==> src/rtl/rgb666_pix_pack_if.sv <==
// Pixel-packer bus: serial RGB666 sink side plus packed Avalon-ST source side.
// Ports: sink_{valid,ready,sop,eop,data}, source_{valid,ready,sop,eop,empty,data}.
interface rgb666_pix_pack_if #(
    parameter int PIX_W   = 18,
    parameter int DATA_W  = 96,
    parameter int EMPTY_W = 4
);
    logic               sink_ready;
    logic               sink_valid;
    logic               sink_sop;
    logic               sink_eop;
    logic [PIX_W-1:0]   sink_data;
    logic               source_ready;
    logic               source_valid;
    logic               source_sop;
    logic               source_eop;
    logic [EMPTY_W-1:0] source_empty;
    logic [DATA_W-1:0]  source_data;

    // master: pixel producer and beat consumer around the packer
    modport master (
        output sink_valid, sink_sop, sink_eop, sink_data, source_ready,
        input  sink_ready, source_valid, source_sop, source_eop,
        input  source_empty, source_data
    );

    // slave: the packer itself
    modport slave (
        input  sink_valid, sink_sop, sink_eop, sink_data, source_ready,
        output sink_ready, source_valid, source_sop, source_eop,
        output source_empty, source_data
    );
endinterface

==> src/rtl/rgb666_pix_pack.sv <==
// Packs 1 px/beat RGB666 into 4 px/beat Avalon-ST with sop/eop/empty.
// Ports: clk, reset_n (async, active low), bus (rgb666_pix_pack_if.slave).
// Pixel k of a beat sits at data[18k+17:18k]; bits above the 4 pixels read 0.
// Optional macro PIX_PACK_RESYNC_EN: a sop arriving mid-packet flushes the
// partial beat (eop=1) and starts a new packet with that pixel.
module rgb666_pix_pack #(
    parameter int PIX_W   = 18,
    parameter int N_PIX   = 4,
    parameter int EMPTY_W = 4,
    parameter int DATA_W  = 96
) (
    input logic               clk,
    input logic               reset_n,
    rgb666_pix_pack_if.slave  bus
);
    localparam int CNT_W = $clog2(N_PIX);

    typedef enum logic {IDLE, PKT} state_t;

    state_t            state;
    logic [CNT_W-1:0]  cnt;
    logic              first_beat;
    logic [DATA_W-1:0] acc;

    logic              accept;
    logic              start;
    logic              take;
    logic              flush;
    logic              last;
    logic              emit;
    logic [CNT_W-1:0]  slot;
    logic [DATA_W-1:0] merged;

    // Output register free or draining this cycle; held low in reset.
    assign bus.sink_ready = reset_n & (!bus.source_valid | bus.source_ready);
    assign accept = bus.sink_valid & bus.sink_ready;

`ifdef PIX_PACK_RESYNC_EN
    assign start = accept & bus.sink_sop;
    assign flush = accept & bus.sink_sop & (state == PKT) & (cnt != '0);
`else
    assign start = accept & bus.sink_sop & (state == IDLE);
    assign flush = 1'b0;
`endif

    // In IDLE only a sop pixel is taken; anything else is dropped.
    assign take = start | (accept & (state == PKT));
    assign slot = start ? '0 : cnt;
    assign last = bus.sink_eop | (slot == CNT_W'(N_PIX - 1));
    // A flush occupies the output register, so the new pixel just lands in
    // slot 0; an eop on that same pixel cannot produce a second beat.
    assign emit = take & last & !flush;

    always_comb begin
        merged = start ? '0 : acc;
        merged[int'(slot)*PIX_W +: PIX_W] = bus.sink_data;
    end

    always_ff @(posedge clk or negedge reset_n) begin
        if (!reset_n) begin
            state            <= IDLE;
            cnt              <= '0;
            first_beat       <= 1'b0;
            acc              <= '0;
            bus.source_valid <= 1'b0;
            bus.source_sop   <= 1'b0;
            bus.source_eop   <= 1'b0;
            bus.source_empty <= '0;
            bus.source_data  <= '0;
        end else begin
            if (bus.source_valid && bus.source_ready)
                bus.source_valid <= 1'b0;

            if (flush) begin
                bus.source_valid <= 1'b1;
                bus.source_sop   <= first_beat;
                bus.source_eop   <= 1'b1;
                bus.source_empty <= EMPTY_W'(N_PIX) - EMPTY_W'(cnt);
                bus.source_data  <= acc;
            end else if (emit) begin
                bus.source_valid <= 1'b1;
                bus.source_sop   <= first_beat | start;
                bus.source_eop   <= bus.sink_eop;
                bus.source_empty <= bus.sink_eop
                                  ? EMPTY_W'(N_PIX - 1) - EMPTY_W'(slot)
                                  : '0;
                bus.source_data  <= merged;
            end

            if (take) begin
                if (emit) begin
                    acc        <= '0;
                    cnt        <= '0;
                    first_beat <= 1'b0;
                    state      <= bus.sink_eop ? IDLE : PKT;
                end else begin
                    acc        <= merged;
                    cnt        <= slot + 1'b1;
                    first_beat <= first_beat | start;
                    state      <= PKT;
                end
            end
        end
    end
endmodule
==> src/flat_wrapper.sv <==
// flat-port wrapper written by rule: the top's interface ports become plain ports
module rgb666_pix_pack_flat 
#(
    parameter int PIX_W   = 18,
    parameter int N_PIX   = 4,
    parameter int EMPTY_W = 4,
    parameter int DATA_W  = 96
)
  (clk, reset_n, bus_sink_valid, bus_sink_sop, bus_sink_eop, bus_sink_data, bus_source_ready, bus_sink_ready, bus_source_valid, bus_source_sop, bus_source_eop, bus_source_empty, bus_source_data);
  rgb666_pix_pack_if #(.PIX_W(PIX_W), .DATA_W(DATA_W), .EMPTY_W(EMPTY_W)) bus_i ();
  input logic clk;
  input logic reset_n;
  input wire logic [$bits(bus_i.sink_valid)-1:0] bus_sink_valid;
  input wire logic [$bits(bus_i.sink_sop)-1:0] bus_sink_sop;
  input wire logic [$bits(bus_i.sink_eop)-1:0] bus_sink_eop;
  input wire logic [$bits(bus_i.sink_data)-1:0] bus_sink_data;
  input wire logic [$bits(bus_i.source_ready)-1:0] bus_source_ready;
  output wire logic [$bits(bus_i.sink_ready)-1:0] bus_sink_ready;
  output wire logic [$bits(bus_i.source_valid)-1:0] bus_source_valid;
  output wire logic [$bits(bus_i.source_sop)-1:0] bus_source_sop;
  output wire logic [$bits(bus_i.source_eop)-1:0] bus_source_eop;
  output wire logic [$bits(bus_i.source_empty)-1:0] bus_source_empty;
  output wire logic [$bits(bus_i.source_data)-1:0] bus_source_data;
  assign bus_i.sink_valid = bus_sink_valid;
  assign bus_i.sink_sop = bus_sink_sop;
  assign bus_i.sink_eop = bus_sink_eop;
  assign bus_i.sink_data = bus_sink_data;
  assign bus_i.source_ready = bus_source_ready;
  assign bus_sink_ready = bus_i.sink_ready;
  assign bus_source_valid = bus_i.source_valid;
  assign bus_source_sop = bus_i.source_sop;
  assign bus_source_eop = bus_i.source_eop;
  assign bus_source_empty = bus_i.source_empty;
  assign bus_source_data = bus_i.source_data;
  rgb666_pix_pack #(.PIX_W(PIX_W), .N_PIX(N_PIX), .EMPTY_W(EMPTY_W), .DATA_W(DATA_W)) u_core (.clk(clk), .reset_n(reset_n), .bus(bus_i));
endmodule
==> config.mk <==
export PLATFORM = sky130hd
export DESIGN_NAME = rgb666_pix_pack_flat
export DESIGN_NICKNAME = d
export VERILOG_FILES = /design/src/rtl/rgb666_pix_pack_if.sv /design/src/rtl/rgb666_pix_pack.sv /design/src/flat_wrapper.sv
export SDC_FILE = /design/constraint.sdc
export NUM_CORES = 1
export LEC_CHECK = 0
export BUFFER_PORTS_ARGS = -buffer_cell sky130_fd_sc_hd__buf_4
export CAP_MARGIN = 20
export CORE_ASPECT_RATIO = 0.5
export CORE_MARGIN = 2
export CORE_UTILIZATION = 49
export DETAILED_ROUTE_END_ITERATION = 12
export PLACE_DENSITY = 0.68
export RECOVER_POWER = 25
export SYNTH_ARGS = -nofsm -noshare
export SYNTH_HDL_FRONTEND = slang
export SYNTH_SLANG_ARGS = --single-unit
==> constraint.sdc <==
create_clock -name clk -period 5.56 [get_ports clk]
set_input_delay 0.278 -clock clk [delete_from_list [all_inputs] [get_ports clk]]
set_output_delay 0.278 -clock clk [all_outputs]
set_load 0.02 [all_outputs]
==> out/qor.txt <==
outcome - finished clean
Final GP Congestion - 0.927
Final ANT Viol Nets - 0
Final Cycle Share - 84.5%
r2r worst-path depth - 9
port bufs - 125
worst setup path start - reset_n
via count - 7175
routed wire length per instance - 21.0 um
Syn Inst Count - 864
CTS Buffer Depth - 3
FFs w/ async S/R, synth - 100%
ratio of cells with drive above 1 in the final layout - 11.3%
first-pass detailed-route iteration total - 5
Slew Limit Headroom - 21.1%
CORE AREA - 17600 um^2
CTS resizes - 0
LEAKAGE - 4.79 nW
CTS buffer count - 18
Setup crit start kind - primary input
CTS Sinks - 201
vias in the first global route - 7049
Yosys cell types - 60
initial drt markers - 766
Nets - 996
clock latency on the worst-skew pair - 500 ps
hold crit path type - in2reg
DR DRC count - 0
CP required - 5980 ps
Initial Utilization - 50.7%
max cap viols - 0
number of synthesized flops with an enable pin - 0
DP Wirelength - 17400 um
Ys Warns - 0
Int Pwr - 2.77 mW
Final setup viols - 0
Avg Synthesized Cell Area - 10.3 um^2
R2R Path Start - u_core.bus.source_valid
Syn Std Cell Area - 8930 um^2
Vias/cell - 5.93
total power density per cell area - 428 nW/um^2
Post-synth top cells - dfrtp_1 (201), nand2_1 (125), nor2_1 (87)
Worst Path Arrival - 5120 ps
# diodes - 0
part of the power in registers - 39.2%
Routed WL - 25400 um
number of I/O pins - 128
Die Wd - 195 um
top_reg_cell synth - dfrtp_1
kind of critical path - in2reg
Worst IR Drop VDD - 0.000219 V
fin crit period - 4700 ps
Fmax achieved - 213 MHz
die area - 19400 um^2
Root Buffer - clkbuf_16
CTS tree - done
GR Overflow Total - 0
flops & latches, synth - 201
Min Hold Slack - 21.8 ps
reg-to-reg slack, setup - 1150 ps
Seq/Total Area, Yosys - 56.3%
RSZ-0062 raised after global routing - no
largest cells by area after synthesis - dfrtp_1 (56%), nand2_1 (5.3%), nor2_1 (3.7%)
CTS clk-pin slew, worst paths - 70 ps
setup_tns - 0 ps
Switching Share - 37.5%
cell taking the most area after synthesis - dfrtp_1
Total GRT Usage - 26.8%
most frequent cell after synthesis - dfrtp_1
r2r endpoint - u_core.acc[11]
CP Capture Type - flop
Syn-to-layout area delta - 16.1%
largest net degree at the start of global routing - 164
Logic pwr share - 32.7%
H-tree level count - 1
NetSw - 1.67 mW
Worst Path Max Fanout - 41
Final Skew - 14.1 ps
setup repair bufs after CTS - 0
Die Y - 99.4 um
# rows - 34
Hold Fails Final Rpt - 0
first-pass GRT wire length - 40700 um
Worst-Margin Slew - 1170 ps
post-synth top area share - 56.3%
initial antenna violation count - 1
Slew Viols, Final - 0
Worst setup endpoint - u_core.acc[11]
clock power share - 28.1%
==> per-layer routing <==
metal / up-vias / share of wire (%) / GRT usage (%)
li1: 3279 / - / -
met1: 3583 / 47 / 41.4
met2: 270 / 43 / 38.3
met3: 43 / 8.3 / 5.83
met4: 0 / 2.1 / 6.99
met5: - / 0 / 0
==> through the flow <==
step	cells	worst slack, ps	total power, mW	utilization (%)	area, um^2
2_1_floorplan	865	2450	2.68	-	8930
3_3_place_gp	1178	1170	3.25	57.2	10100
3_5_place_dp	1179	1010	3.29	57.3	10100
4_1_cts	1208	937	4.54	60.6	10700
5_1_grt	1209	554	4.65	58.8	10400
6_report	1209	864	4.44	58.8	10400
==> cell usage in the layout, fill, tap and decap left out, drive strengths merged, types with 3 or more instances in the layout <==
cell     instances
nand2          126
a21oi           32
nand2b           5
mux2i           27
or2              3
a221oi          24
o22ai            3
and3             7
nor3            10
nand3           41
and2             8
a22o            28
o211ai           4
mux4             5
a32o             9
o21ai           50
buf             52
a2bb2oi          3
ha               5
or3              3
clkbuf         111
o31ai           15
a31oi            5
a22oi           21
inv              6
nor2            87
dfrtp          201
nor2b           46
clkinv           3
a32oi            6
mux2             7
==> critical path: stages <==
cell	delay [ps]
dlygate4sd3_1	540
clkbuf_8	330
nand2_2	170
or3_1	780
nand2_1	370
inv_1	100
ha_1	290
nor2_1	480
nand2_1	490
nor3_1	1010
a22o_1	250
==> registers in the layout (all words and copies together) (netlist names) <==
signal	flops
u_core.acc	96
u_core.bus.source_data	96
u_core.bus.source_empty	2
u_core.bus.source_eop	1
u_core.bus.source_sop	1
u_core.bus.source_valid	1
u_core.cnt	2
u_core.first_beat	1
u_core.state	1
==> worst min-delay path by stage <==
stage | slack (ps) | endpoint | from | cells after the start
6_report | 20 | u_core.state | bus_sink_eop | 2
5_1_grt | 20 | u_core.state | bus_sink_eop | 2
4_1_cts | 9 | u_core.state | bus_sink_eop | 2
3_5_place_dp | 220 | u_core.bus.source_data[92] | reset_n | 1
3_3_place_gp | 220 | u_core.bus.source_data[92] | reset_n | 1
2_1_floorplan | -20 | u_core.acc[0] | reset_n | 0
==> cell families after synthesis <==
| kind of cell | share of synthesized area (%) |
|---|---|
| buf+inv | 3.06 |
| compound gates | 17.2 |
| other cells | 0.0420 |
| fa+ha+maj | 0.701 |
| flops | 56.3 |
| mux | 5.21 |
| simple gates | 17.5 |
==> timing repair <==
action	4_1_cts	5_1_grt
hold buffers	1	0
endpoints found under the setup margin	0	0
endpoints found under the hold margin	38	0
==> area by class of cell <==
type / instances / area (um^2)
fillers: 1566 / 7250
flip-flops and latches: 201 / 5030
multi-input cells: 598 / 3650
repair buffers: 142 / 786
clock buffers: 22 / 475
well taps: 234 / 293
clock inverters: 6 / 97.6
inverters: 6 / 25.0
==> power groups by stage <==
stage / Combinational, mW / Clock [mW] / Sequential [mW]
3_5_place_dp: 1.52 / 0 / 1.77
2_1_floorplan: 0.774 / 0 / 1.90
3_3_place_gp: 1.48 / 0 / 1.76
4_1_cts: 1.52 / 1.27 / 1.74
6_report: 1.45 / 1.25 / 1.74
5_1_grt: 1.56 / 1.33 / 1.76
(Power assumes the default switching activity.)
